**src/rtl/mem_stage_ls.sv**
```systemverilog
// MEM stage: EX->MEM pipeline register, variable-latency SRAM load handling,
// sub-word load extraction, and the WB/forwarding outputs.
module mem_stage_ls #(
  parameter int DATA_W    = 32,
  parameter int PC_W      = 32,
  parameter int SIDE_W    = 66,
  parameter int STALL_W   = 6,
  parameter int STAGE_IDX = 3
) (
  input  logic                clk,
  input  logic                rst,
  input  logic [STALL_W-1:0]  stall,
  input  logic                flush,
  input  logic [PC_W-1:0]     ex_pc,
  input  logic [DATA_W-1:0]   ex_result,
  input  logic                ex_rf_we,
  input  logic [4:0]          ex_rf_waddr,
  input  logic                ex_sel_rf_res,
  input  logic [2:0]          ex_mem_op,
  input  logic [SIDE_W-1:0]   ex_side,
  input  logic [DATA_W-1:0]   data_sram_rdata,
  input  logic                data_sram_rvalid,
  output logic                stallreq_mem,
  output logic                addr_err,
  output logic [PC_W-1:0]     wb_pc,
  output logic                wb_rf_we,
  output logic [4:0]          wb_rf_waddr,
  output logic [DATA_W-1:0]   wb_rf_wdata,
  output logic [SIDE_W-1:0]   wb_side,
  output logic                fwd_rf_we,
  output logic [4:0]          fwd_rf_waddr,
  output logic [DATA_W-1:0]   fwd_rf_wdata,
  output logic                fwd_load_pending
);
  localparam int OFF_W = $clog2(DATA_W/8);
  localparam logic [2:0] OP_LB = 3'd1, OP_LBU = 3'd2, OP_LH = 3'd3, OP_LHU = 3'd4, OP_LW = 3'd5;

  typedef struct packed {
    logic [PC_W-1:0]   pc;
    logic [DATA_W-1:0] result;
    logic              rf_we;
    logic [4:0]        rf_waddr;
    logic              sel_rf_res;
    logic [2:0]        mem_op;
    logic [SIDE_W-1:0] side;
  } stage_t;

  typedef enum logic [1:0] {IDLE, WAIT, HAVE} state_t;

  stage_t            r, nxt;
  state_t            state;
  logic [DATA_W-1:0] hold;
  logic              capture, bubble, nxt_load;

  assign capture = !stall[STAGE_IDX];
  assign bubble  = stall[STAGE_IDX] && !stall[STAGE_IDX+1];

  // Ops 6/7 are folded to "none" at capture so nothing downstream sees them.
  always_comb begin
    nxt            = '0;
    nxt.pc         = ex_pc;
    nxt.result     = ex_result;
    nxt.rf_we      = ex_rf_we;
    nxt.rf_waddr   = ex_rf_waddr;
    nxt.sel_rf_res = ex_sel_rf_res;
    nxt.mem_op     = (ex_mem_op > OP_LW) ? 3'd0 : ex_mem_op;
    nxt.side       = ex_side;
  end
  assign nxt_load = (nxt.mem_op != 3'd0) && nxt.sel_rf_res;

  always_ff @(posedge clk) begin
    if (rst) begin
      r     <= '0;
      state <= IDLE;
      hold  <= '0;
    end else if (flush) begin
      r     <= '0;
      state <= IDLE;
    end else if (bubble) begin
      r     <= '0;
      state <= IDLE;
    end else if (capture) begin
      r     <= nxt;
      state <= nxt_load ? WAIT : IDLE;
    end else if (state == WAIT && data_sram_rvalid) begin
      state <= HAVE;
      hold  <= data_sram_rdata;
    end
  end

  // Same-cycle bypass of the response keeps load-to-use latency at zero.
  logic              take_now;
  logic [DATA_W-1:0] raw, word, ext;
  logic [OFF_W+2:0]  bidx, hidx;
  logic [7:0]        b;
  logic [15:0]       h;

  assign take_now = (state == WAIT) && data_sram_rvalid;
  assign raw      = take_now ? data_sram_rdata : hold;

  generate
    if (DATA_W > 32) begin : g_wide
      assign word = {{(DATA_W-32){raw[31]}}, raw[31:0]};
    end else begin : g_narrow
      assign word = raw;
    end
  endgenerate

  always_comb begin
    bidx    = {r.result[OFF_W-1:0], 3'b000};
    hidx    = bidx;
    hidx[3] = 1'b0;
    b       = raw[bidx +: 8];
    h       = raw[hidx +: 16];
    case (r.mem_op)
      OP_LB:   ext = {{(DATA_W-8){b[7]}}, b};
      OP_LBU:  ext = {{(DATA_W-8){1'b0}}, b};
      OP_LH:   ext = {{(DATA_W-16){h[15]}}, h};
      OP_LHU:  ext = {{(DATA_W-16){1'b0}}, h};
      OP_LW:   ext = word;
      default: ext = '0;
    endcase
  end

  assign addr_err = (((r.mem_op == OP_LH) || (r.mem_op == OP_LHU)) && r.result[0]) ||
                    ((r.mem_op == OP_LW) && (r.result[1:0] != 2'b00));

  assign stallreq_mem     = (state == WAIT) && !data_sram_rvalid;
  assign fwd_load_pending = stallreq_mem;

  assign wb_pc        = r.pc;
  assign wb_rf_we     = r.rf_we && !stallreq_mem;
  assign wb_rf_waddr  = r.rf_waddr;
  assign wb_rf_wdata  = r.sel_rf_res ? ext : r.result;
  assign wb_side      = r.side;
  assign fwd_rf_we    = wb_rf_we;
  assign fwd_rf_waddr = wb_rf_waddr;
  assign fwd_rf_wdata = wb_rf_wdata;

  logic unused_stall;
  assign unused_stall = ^stall;
endmodule
```
**config.mk**
```make
export PLATFORM = sky130hd
export DESIGN_NAME = mem_stage_ls
export DESIGN_NICKNAME = d
export VERILOG_FILES = /design/src/rtl/mem_stage_ls.sv
export SDC_FILE = /design/constraint.sdc
export NUM_CORES = 1
export LEC_CHECK = 0
export CAP_MARGIN = 5
export CELL_PAD_IN_SITES_DETAIL_PLACEMENT = 0
export CELL_PAD_IN_SITES_GLOBAL_PLACEMENT = 1
export CORE_ASPECT_RATIO = 1.25
export CORE_UTILIZATION = 34
export DETAILED_ROUTE_END_ITERATION = 8
export PLACE_DENSITY = 0.92
export REMOVE_ABC_BUFFERS = 1
export SLEW_MARGIN = 10
export SYNTH_ARGS = -nofsm -noshare
export SYNTH_HDL_FRONTEND = slang
export SYNTH_SLANG_ARGS = --single-unit
```
**constraint.sdc**
```tcl
create_clock -name clk -period 4 [get_ports clk]
set_clock_uncertainty 0.15 [all_clocks]
set_input_delay 0.8 -clock clk [delete_from_list [all_inputs] [get_ports clk]]
set_output_delay 0.8 -clock clk [all_outputs]
set_load 0.01 [all_outputs]
```
==> run metrics <==
Setup WS pre-CTS=-0.208 ns; WS Path Type=in2out; relative slew slack=a little over a third; Starting Density=between 30% and 40%; Syn Inst Count=between 900 and 1,000; CP endpoint kind=output pin; Sw Ratio=between 20% and 30%; CP peak stage delay=around 0.60 ns; top cells by area, synth=dfxtp_1, mux2i_1, buf_4, nor2_1, nand2_1; worst hold path cell count=2; IO buf count=around 350; CP dominant cell by count=clkdlybuf4s50_1; non-filler cells, final=between 1,500 and 2,000; Finished Cell Area=between 10,000 and 15,000 um2; Peak Freq=253 MHz; max-cap violations=0; DP Area=about 12,000 um2; Met2 Wirelength=around 13,000 um; RSZ-0062 raised after global routing=true; outcome=finished, final reports clean; global-route wire length before repair=38,300 um; Skew-Pair Late Insertion Delay=about 0.43 ns; Syn. warnings=0; DP HPWL=approximately 18,000 um; CTS tree=done; clk buf depth=2; power share of the combinational group=13.3%; static leakage=5.17 nW; Critical-path top delay cell=clkdlybuf4s50_1; Vias/cell=~4.7; # fillers=2,366; P_sw=between 1 and 1.5 mW; CTS Buf Count=17; Multi-input gate area=3840 um2; clock share of power=a little over two fifths; post-synth top area cell=dfxtp_1; power per cell area=approximately 330 nW/um2; FF+latch count, synth=approximately 170; crit-path max FO=6; most frequent cells in the layout=clkdlybuf4s50_1, mux2i_1, dfxtp_1; Seq/Total Area, Yosys=approximately two fifths; share of cells above drive strength 1=a little under a tenth; detailed router's first-iteration violation count=between 300 and 400; Die H=around 180 um; Antenna Nets Post-Route=0; GP Congestion=around 0.84; Die Area=around 26,000 um2; critical-path cell list=clkdlybuf4s50_1 -> and3b_2 -> mux2_4 -> nor3_4 -> o211ai_4 -> o221ai_2 -> clkdlybuf4s50_1; internal cell power=around 3 mW; Critical Path AT=roughly 3.0 ns; VDD IR max=~0.28 mV; # clock sinks=between 150 and 200; root buf cell=clkbuf_16; row cnt=between 60 and 70; placed insts=1,501; Register Area=around 3500 um2; share of the synthesized area in the top cell type=around two fifths; ANT cells=0; part of the power in registers=a little over two fifths; Yosys cell types=45; largest net degree at the start of global routing=99; DRC violations left=0; All-Layer GR Usage=18.6%; syn avg cell area=~9.0 um2; commonest non-fill, non-tap cell in the layout=clkdlybuf4s50_1; metal3 WL=1810 um; core area=between 20,000 and 30,000 um2; Layout area overhead=42.7%; Worst-Margin Slew=0.965 ns; die width=between 100 and 150 um; CTS clock-pin slew for the worst setup and hold paths=approximately 0.070 ns; IO Pins=~360; final wirelength=around 25,000 um; htree depth=4; main flop type after synthesis=dfxtp_1; Congestion Overflow GR=0; final worst path period need=slightly below 4 ns; drt first pass iters=4; DR WL/cell=approximately 16 um; cell area after synthesis=around 8700 um2; M1 wire length=about 10000 um; CP required=slightly above 3 ns; post-route clock period utilization=between 90% and 100%; final number of setup-violating endpoints=0; Worst R2R Path Depth=5; share of async-settable or async-resettable flops after synthesis=0%; max-slew violation total from the final report=0; Max Used Layer=met4; vias in the first global route=7,100; worst hold margin=0.315 ns; Worst setup SP type=input port; Min-Delay Path Class=reg2reg; antenna violations before repair=0; DR vias=between 7,000 and 8,000; NumNets Final=between 1,000 and 1,500; Post-synth EDFFs=0; Worst Slack Setup Final=~0.044 ns; Final Hold Fails=0
==> cell usage after synthesis (6+ instances only) <==
library cell,instances
buf_2,28
inv_1,34
nand2_1,76
dfxtp_1,174
o22ai_1,14
o221ai_1,17
nor2_1,155
o21ai_0,22
a21oi_1,33
mux2i_1,182
buf_4,144
a211oi_1,7
clkbuf_1,24
mux2_2,6
a32oi_1,6
==> worst max-delay path: cells and delay by family <==
kind	cells	cell delay [ns]
AO/OA/AOI/OAI	2	0.31
AND/OR/NAND/NOR	2	0.47
buffers and inverters	2	1.07
multiplexers	1	0.35
==> metrics by stage <==
| step | utilization, % | setup TNS [ns] | total power [mW] |
|---|---|---|---|
| after global placement | 46.4 | -5.81 | 2.38 |
| after CTS | 49.0 | -0.282 | 4.14 |
| after detailed placement | 46.4 | -7.33 | 2.39 |
| after floorplan | - | -276.40 | 2.02 |
| after global routing | 49.3 | -0.277 | 4.25 |
| final | 49.3 | 0 | 4.09 |
==> area by class of cell <==
type	instances	share of cell area, %
clock inverters	14	1.41
inverters	35	1.06
flip-flops and latches	174	28.0
multi-input cells	560	30.8
clock buffers	18	3.53
well taps	335	3.37
repair buffers	401	31.8
==> state kept, by name (all words and copies together) (netlist names) <==
register	flops
bidx	2
state	2
wb_pc	32
fwd_rf_waddr	5
hold	32
wb_side	66
r	35
==> per-layer routing <==
metal / vias to the layer above / global-route usage (%)
li1: 3559 / -
met2: 262 / 33.9
met4: 0 / 5.73
met3: 27 / 6.06
met1: 3337 / 20.3
met5: - / 0
==> logic make-up after synthesis <==
kind of cell	Yosys count	share of synthesized area [%]
buf+inv	236	17.2
mux	191	22.3
compound gates	113	8.57
xor+xnor	1	0.100
flops	174	39.9
simple gates	255	11.9
==> power groups by stage <==
stage	Clock, mW	Combinational [mW]	Sequential [mW]
3_5_place_dp	0	0.550	1.84
4_1_cts	1.79	0.549	1.80
5_1_grt	1.86	0.583	1.80
3_3_place_gp	0	0.545	1.84
2_1_floorplan	0	0.165	1.85
6_report	1.74	0.546	1.80
==> final timing paths <==
kind                    startpoint              end  slack, ns
hold reg to reg            hold[5]          hold[5]       0.32
setup / recovery  data_sram_rvalid  wb_rf_wdata[16]       0.04
hold / removal             hold[5]          hold[5]       0.32
setup reg to reg          state[0]         hold[19]       1.88
==> what timing repair did <==
action / 4_1_cts / 5_1_grt
hold endpoints to repair: 0 / 0
pin swaps: 0 / 1
buffers inserted: 2 / 2
resized for setup: 59 / 28
hold buffers: 0 / 0
setup endpoints to repair: 58 / 50
Note: power is estimated with default switching activity, not from simulation.
